[src/rtl/dpram_port_arbiter_if.sv]
// Bus bundle between the requesters, the round-robin arbiter and one dpram port.
// The slave modport is the arbiter's view; master is the surrounding environment's view.
interface dpram_port_arbiter_if #(
    parameter int unsigned NUM_REQ = 4,
    parameter int unsigned ADDR_W  = 8,
    parameter int unsigned DATA_W  = 8
);
    localparam int unsigned IdW = $clog2(NUM_REQ);

    logic [NUM_REQ-1:0]        req_valid;
    logic [NUM_REQ-1:0]        req_ready;
    logic [NUM_REQ-1:0]        req_we;
    logic [NUM_REQ*ADDR_W-1:0] req_addr;
    logic [NUM_REQ*DATA_W-1:0] req_wdata;

    logic                      rsp_valid;
    logic [IdW-1:0]            rsp_id;
    logic [DATA_W-1:0]         rsp_data;

    logic                      ram_valid;
    logic                      ram_ready;
    logic                      ram_we;
    logic [ADDR_W-1:0]         ram_addr;
    logic [DATA_W-1:0]         ram_data;
    logic [DATA_W-1:0]         ram_q;

    modport slave (
        input  req_valid, req_we, req_addr, req_wdata, ram_ready, ram_q,
        output req_ready, rsp_valid, rsp_id, rsp_data, ram_valid, ram_we, ram_addr, ram_data
    );

    modport master (
        output req_valid, req_we, req_addr, req_wdata, ram_ready, ram_q,
        input  req_ready, rsp_valid, rsp_id, rsp_data, ram_valid, ram_we, ram_addr, ram_data
    );
endinterface

[src/rtl/dpram_port_arbiter.sv]
// Round-robin arbiter sharing one dpram port between NUM_REQ requesters; one request
// in flight at a time, read data returned on a tagged one-cycle response pulse.
module dpram_port_arbiter #(
    parameter int unsigned NUM_REQ = 4,
    parameter int unsigned ADDR_W  = 8,
    parameter int unsigned DATA_W  = 8
) (
    input  logic                clk,
    input  logic                rst_n,
    dpram_port_arbiter_if.slave bus
);
    localparam int unsigned IdW = $clog2(NUM_REQ);

    typedef enum logic [1:0] {StIdle, StIssue, StResp} state_e;

    state_e             state;
    logic [IdW-1:0]     rr_ptr;
    logic [IdW-1:0]     owner;
    logic [IdW-1:0]     winner;
    logic [IdW-1:0]     cand;
    logic [IdW-1:0]     next_ptr;
    logic               found;
    logic               grant;
    logic               sel_we;
    logic [ADDR_W-1:0]  sel_addr;
    logic [DATA_W-1:0]  sel_wdata;

    // Scan from rr_ptr upward with wrap; first valid requester wins.
    always_comb begin
        found  = 1'b0;
        winner = '0;
        cand   = '0;
        for (int unsigned k = 0; k < NUM_REQ; k++) begin
            cand = IdW'((32'(rr_ptr) + k) % NUM_REQ);
            if (!found && bus.req_valid[cand]) begin
                found  = 1'b1;
                winner = cand;
            end
        end
    end

    always_comb begin
        sel_we    = 1'b0;
        sel_addr  = '0;
        sel_wdata = '0;
        for (int unsigned i = 0; i < NUM_REQ; i++) begin
            if (winner == IdW'(i)) begin
                sel_we    = bus.req_we[i];
                sel_addr  = bus.req_addr[i*ADDR_W +: ADDR_W];
                sel_wdata = bus.req_wdata[i*DATA_W +: DATA_W];
            end
        end
    end

    assign grant         = rst_n && (state == StIdle) && found;
    assign bus.req_ready = grant ? (NUM_REQ'(1) << winner) : '0;
    assign next_ptr      = (owner == IdW'(NUM_REQ - 1)) ? '0 : owner + 1'b1;

    always_ff @(posedge clk or negedge rst_n) begin
        if (!rst_n) begin
            state         <= StIdle;
            rr_ptr        <= '0;
            owner         <= '0;
            bus.ram_valid <= 1'b0;
            bus.ram_we    <= 1'b0;
            bus.ram_addr  <= '0;
            bus.ram_data  <= '0;
            bus.rsp_valid <= 1'b0;
            bus.rsp_id    <= '0;
            bus.rsp_data  <= '0;
        end else begin
            bus.rsp_valid <= 1'b0;
            case (state)
                StIdle: begin
                    if (grant) begin
                        bus.ram_we    <= sel_we;
                        bus.ram_addr  <= sel_addr;
                        bus.ram_data  <= sel_wdata;
                        bus.ram_valid <= 1'b1;
                        owner         <= winner;
                        state         <= StIssue;
                    end
                end
                StIssue: begin
                    if (bus.ram_ready) begin
                        bus.ram_valid <= 1'b0;
                        rr_ptr        <= next_ptr;
                        state         <= bus.ram_we ? StIdle : StResp;
                    end
                end
                StResp: begin
                    // ram_q is valid in the cycle after the read handshake.
                    bus.rsp_data  <= bus.ram_q;
                    bus.rsp_id    <= owner;
                    bus.rsp_valid <= 1'b1;
                    state         <= StIdle;
                end
                default: state <= StIdle;
            endcase
        end
    end
endmodule

[src/flat_wrapper.sv]
// flat-port wrapper written by rule: the top's interface ports become plain ports
module dpram_port_arbiter_flat 
#(
    parameter int unsigned NUM_REQ = 4,
    parameter int unsigned ADDR_W  = 8,
    parameter int unsigned DATA_W  = 8
)
  (clk, rst_n, bus_req_valid, bus_req_we, bus_req_addr, bus_req_wdata, bus_ram_ready, bus_ram_q, bus_req_ready, bus_rsp_valid, bus_rsp_id, bus_rsp_data, bus_ram_valid, bus_ram_we, bus_ram_addr, bus_ram_data);
  dpram_port_arbiter_if #(.NUM_REQ(NUM_REQ), .ADDR_W(ADDR_W), .DATA_W(DATA_W)) bus_i ();
  input  logic clk;
  input  logic rst_n;
  input wire logic [$bits(bus_i.req_valid)-1:0] bus_req_valid;
  input wire logic [$bits(bus_i.req_we)-1:0] bus_req_we;
  input wire logic [$bits(bus_i.req_addr)-1:0] bus_req_addr;
  input wire logic [$bits(bus_i.req_wdata)-1:0] bus_req_wdata;
  input wire logic [$bits(bus_i.ram_ready)-1:0] bus_ram_ready;
  input wire logic [$bits(bus_i.ram_q)-1:0] bus_ram_q;
  output wire logic [$bits(bus_i.req_ready)-1:0] bus_req_ready;
  output wire logic [$bits(bus_i.rsp_valid)-1:0] bus_rsp_valid;
  output wire logic [$bits(bus_i.rsp_id)-1:0] bus_rsp_id;
  output wire logic [$bits(bus_i.rsp_data)-1:0] bus_rsp_data;
  output wire logic [$bits(bus_i.ram_valid)-1:0] bus_ram_valid;
  output wire logic [$bits(bus_i.ram_we)-1:0] bus_ram_we;
  output wire logic [$bits(bus_i.ram_addr)-1:0] bus_ram_addr;
  output wire logic [$bits(bus_i.ram_data)-1:0] bus_ram_data;
  assign bus_i.req_valid = bus_req_valid;
  assign bus_i.req_we = bus_req_we;
  assign bus_i.req_addr = bus_req_addr;
  assign bus_i.req_wdata = bus_req_wdata;
  assign bus_i.ram_ready = bus_ram_ready;
  assign bus_i.ram_q = bus_ram_q;
  assign bus_req_ready = bus_i.req_ready;
  assign bus_rsp_valid = bus_i.rsp_valid;
  assign bus_rsp_id = bus_i.rsp_id;
  assign bus_rsp_data = bus_i.rsp_data;
  assign bus_ram_valid = bus_i.ram_valid;
  assign bus_ram_we = bus_i.ram_we;
  assign bus_ram_addr = bus_i.ram_addr;
  assign bus_ram_data = bus_i.ram_data;
  dpram_port_arbiter #(.NUM_REQ(NUM_REQ), .ADDR_W(ADDR_W), .DATA_W(DATA_W)) u_core (.clk(clk), .rst_n(rst_n), .bus(bus_i));
endmodule
[config.mk]
export PLATFORM = sky130hd
export DESIGN_NAME = dpram_port_arbiter_flat
export DESIGN_NICKNAME = d
export VERILOG_FILES = /design/src/rtl/dpram_port_arbiter_if.sv /design/src/rtl/dpram_port_arbiter.sv /design/src/flat_wrapper.sv
export SDC_FILE = /design/constraint.sdc
export NUM_CORES = 1
export LEC_CHECK = 0
export ABC_AREA = 1
export BUFFER_PORTS_ARGS = -buffer_cell sky130_fd_sc_hd__buf_2
export CORE_MARGIN = 1
export CORE_UTILIZATION = 42
export CTS_CLUSTER_SIZE = 28
export DETAILED_ROUTE_END_ITERATION = 8
export PLACE_DENSITY = 0.74
export SETUP_SLACK_MARGIN = 0.5
export SLEW_MARGIN = 25
export SYNTH_ARGS = -nofsm -noshare
export SYNTH_HDL_FRONTEND = slang
export SYNTH_SLANG_ARGS = --single-unit
[constraint.sdc]
create_clock -name clk -period 2.6 [get_ports clk]
set_input_delay 0.26 -clock clk [delete_from_list [all_inputs] [get_ports clk]]
set_output_delay 0.26 -clock clk [all_outputs]
set_load 0.05 [all_outputs]
==> metrics.md <==
| Metric | Value |
|---|---|
| CTS tree | built |
| Wire per inst | between 10 and 15 um |
| IO buf count | ~120 |
| # IOs | around 120 |
| Synth area leader | dfrtp_1 |
| First-pass GRT wire length | between 10 and 15 mm |
| H-Tree Level Count | 2 |
| Setup TNS | 0 ps |
| Min Tclk post-route | 2390 ps |
| Syn Nets | 410 |
| Number of remaining DRC errors | 0 |
| Clock root cell | clkbuf_8 |
| Yosys reg bits | 35 |
| WP buf/inv | 2 |
| Via/cell ratio | roughly 5.0 |
| Hold slack final | around 30 ps |
| Worst-path clk slew | about 80 ps |
| Fmax | 418 MHz |
| Status | finished clean |
| GRT Residual Overflow | 0 |
| Worst EP required | approximately 2300 ps |
| Clk_skew | approximately 4 ps |
| Max-slew headroom | 60.1% |
| Pre-antenna DRT Iters | 5 |
| Number of global-route vias before repair | ~2.6k |
| CP Class | flop to output pin |
| CP endpoint kind | output pin |
| Share of layout cells above drive strength 1 | between 40% and 50% |
| Total CTS buffers | 5 |
| Die Y | between 70 and 80 um |
| GRT Overall Usage | 25.2% |
| Sequential fraction of the synthesis area | between 30% and 40% |
| Hold/Removal Path Class | input port to async pin |
| Startpoint types | flop |
| Row count | 26 |
| Fillers | 459 |
| Crit path DAT | roughly 2100 ps |
| Endpoints failing hold | 0 |
| Antenna violation net count after detailed routing | 0 |
| Via Count | 2682 |
| R2r startpoint | u_core.rr_ptr[0]$_DFFE_PN0P_ |
| Post-synth top flop | dfrtp_1 |
| Area contributors post-synth | dfrtp_1, nand2_1, nand3_1 |
| Worst R2R End | u_core.bus.ram_addr[7]$_DFFE_PN0P_ |
| Gpl congestion | roughly 0.83 |
| MaxCap Viol Count | 0 |
| Avg Inst Size Synth | ~7.1 um2 |
| PnR worst setup slack | 207 ps |
| Area Growth Syn to Fin | 47.4% |
| CP max stage delay | 490 ps |
| Starting Density | between 40 and 50% |
| # hold bufs at CTS | 0 |
| Slowest CP cell | dfrtp_2 |
| Core ar. | 5200 um2 |
| RSZ-0062 raised after global routing | yes |
| Worst r2r path cells | 14 |
| Largest net degree at the start of global routing | 37 |
| Final Max Slew Viols | 0 |
| Initial antenna violation count | 0 |
| Critical Path, Cell by Cell | inv_4 > nand2_2 > nand3_2 > nand2_4 > nor2_8 > nand4_1 > nand2_8 > nand2_4 > nor2_4 > buf_8 |
| Reg2reg setup slack | 320 ps |
| DP HPWL | roughly 4.6 mm |
| Critical path's most frequent cell | nand2_4 |
| Synthesized netlist cell count | 326 |
| Clock Path Buffers | 2 |
| EDFF count, synth | 0 |
| CP Max Fanout | 8 |
| Diode count | 0 |
| Yosys top cell area share | ~38% |
| # setup viols final | 0 |
| Die X-Extent | between 70 and 80 um |
| NumNets Final | between 500 and 600 |
| Worst Tran Pin Value | 597 ps |
| Clock latency at the later pin of the worst-skew pair | ~290 ps |
| Synth Warn # | 0 |
| Count of different cell masters after synthesis | 29 |
| Top Family by Delay on Critical Path | simple AND/OR/NAND/NOR gates |
| Initial drt markers | roughly 130 |
| Clk sinks | 35 |
| Final wirelength | between 6 and 7 mm |
| Dpl ws | about 240 ps |
| Fin crit share | ~90% |
| Die area | a little under 6000 um2 |
| Post-synth ARST share | 100% |
| Post-Syn Area | about 2300 um2 |
==> cell usage after synthesis, types with 4 or more instances <==
cell and instances:
buf_4 5, clkbuf_1 4, dfrtp_1 35, inv_1 20, nand2_1 111, nand2_2 6
nand2_4 6, nand3_1 51, nand3_2 8, nand4_1 9, nor2_1 36, o21ai_0 12
==> worst max path at each step <==
stage,to,slack (ps),from,cells after the start
2_1_floorplan,bus_req_ready[0],460,u_core.rr_ptr[0]$_DFFE_PN0P_,11
3_3_place_gp,bus_req_ready[3],320,u_core.rr_ptr[0]$_DFFE_PN0P_,13
3_5_place_dp,u_core.bus.ram_data[2]$_DFFE_PN0P_,240,u_core.rr_ptr[0]$_DFFE_PN0P_,15
4_1_cts,bus_req_ready[1],320,u_core.rr_ptr[0]$_DFFE_PN0P_,11
5_1_grt,bus_req_ready[2],100,u_core.rr_ptr[0]$_DFFE_PN0P_,10
6_report,bus_req_ready[2],210,u_core.rr_ptr[0]$_DFFE_PN0P_,10
==> flip-flops by register name (all words and copies together) (netlist names) <==
register / count
u_core.rr_ptr: 2
u_core.bus.ram_valid: 1
u_core.bus.rsp_valid: 1
u_core.state: 2
u_core.bus.rsp_data: 8
u_core.bus.rsp_id: 2
u_core.bus.ram_addr: 8
u_core.bus.ram_we: 1
u_core.owner: 2
u_core.bus.ram_data: 8
==> routing by layer <==
metal / part of all wire [%] / wire length (um) / global-route usage (%) / vias up
met5: 0 / 0 / 0 / -
met4: 2.5 / 172 / 11.0 / 0
met3: 6.3 / 440 / 4.79 / 18
met2: 49 / 3440 / 42.2 / 116
met1: 42 / 2920 / 31.5 / 1221
li1: - / - / - / 1327
==> metrics by stage <==
step / utilization, % / area [um2] / cells
floorplan: - / 2360 / 326
global placement: 56.4 / 2940 / 500
detailed placement: 56.4 / 2940 / 500
CTS: 64.2 / 3340 / 528
global route: 65.7 / 3420 / 533
finish: 65.7 / 3420 / 533
==> area by class of cell <==
type / count / area, um2 / area share [%]
Sequential cell: 35 / 878 / 25.7
Clock buffer: 5 / 68.8 / 2.01
Inverter: 22 / 97.6 / 2.85
Multi-Input combinational cell: 255 / 1390 / 40.6
Clock inverter: 3 / 20.0 / 0.585
Tap cell: 70 / 87.6 / 2.56
Timing Repair Buffer: 143 / 880 / 25.7
==> repair_timing <==
action	in CTS	in global routing
cloned	2	1
pin swaps	11	5
setup buffers	18	4
endpoints found under the hold margin	0	0
gates resized for setup	37	9
endpoints found under the setup margin	22	21
==> layout by cell type, fill, tap and decap left out, types with 2 or more instances in the layout <==
cell type / count
a21oi_1: 2
buf_12: 2
buf_2: 111
buf_4: 21
buf_6: 7
clkbuf_8: 5
clkinvlp_4: 2
dfrtp_1: 33
dfrtp_2: 2
inv_1: 17
inv_4: 3
nand2_1: 102
nand2_2: 11
nand2_4: 8
nand2_8: 2
nand3_1: 48
nand3_2: 10
nand4_1: 9
nor2_1: 33
nor2_4: 6
nor2_8: 2
o21ai_0: 12
==> logic make-up (layout without fill, tap and decap cells) <==
family,after synthesis,after routing,synth area share (%)
buffers and inverters,38,173,8.84
AO/OA/AOI/OAI,19,19,4.64
adder cells (fa/ha/maj),1,1,0.539
AND/OR/NAND/NOR,233,235,48.2
flip-flops,35,35,37.7
Power is not shown: default switching activity piles up to over one toggle a cycle in this logic, so the estimate is an artifact.
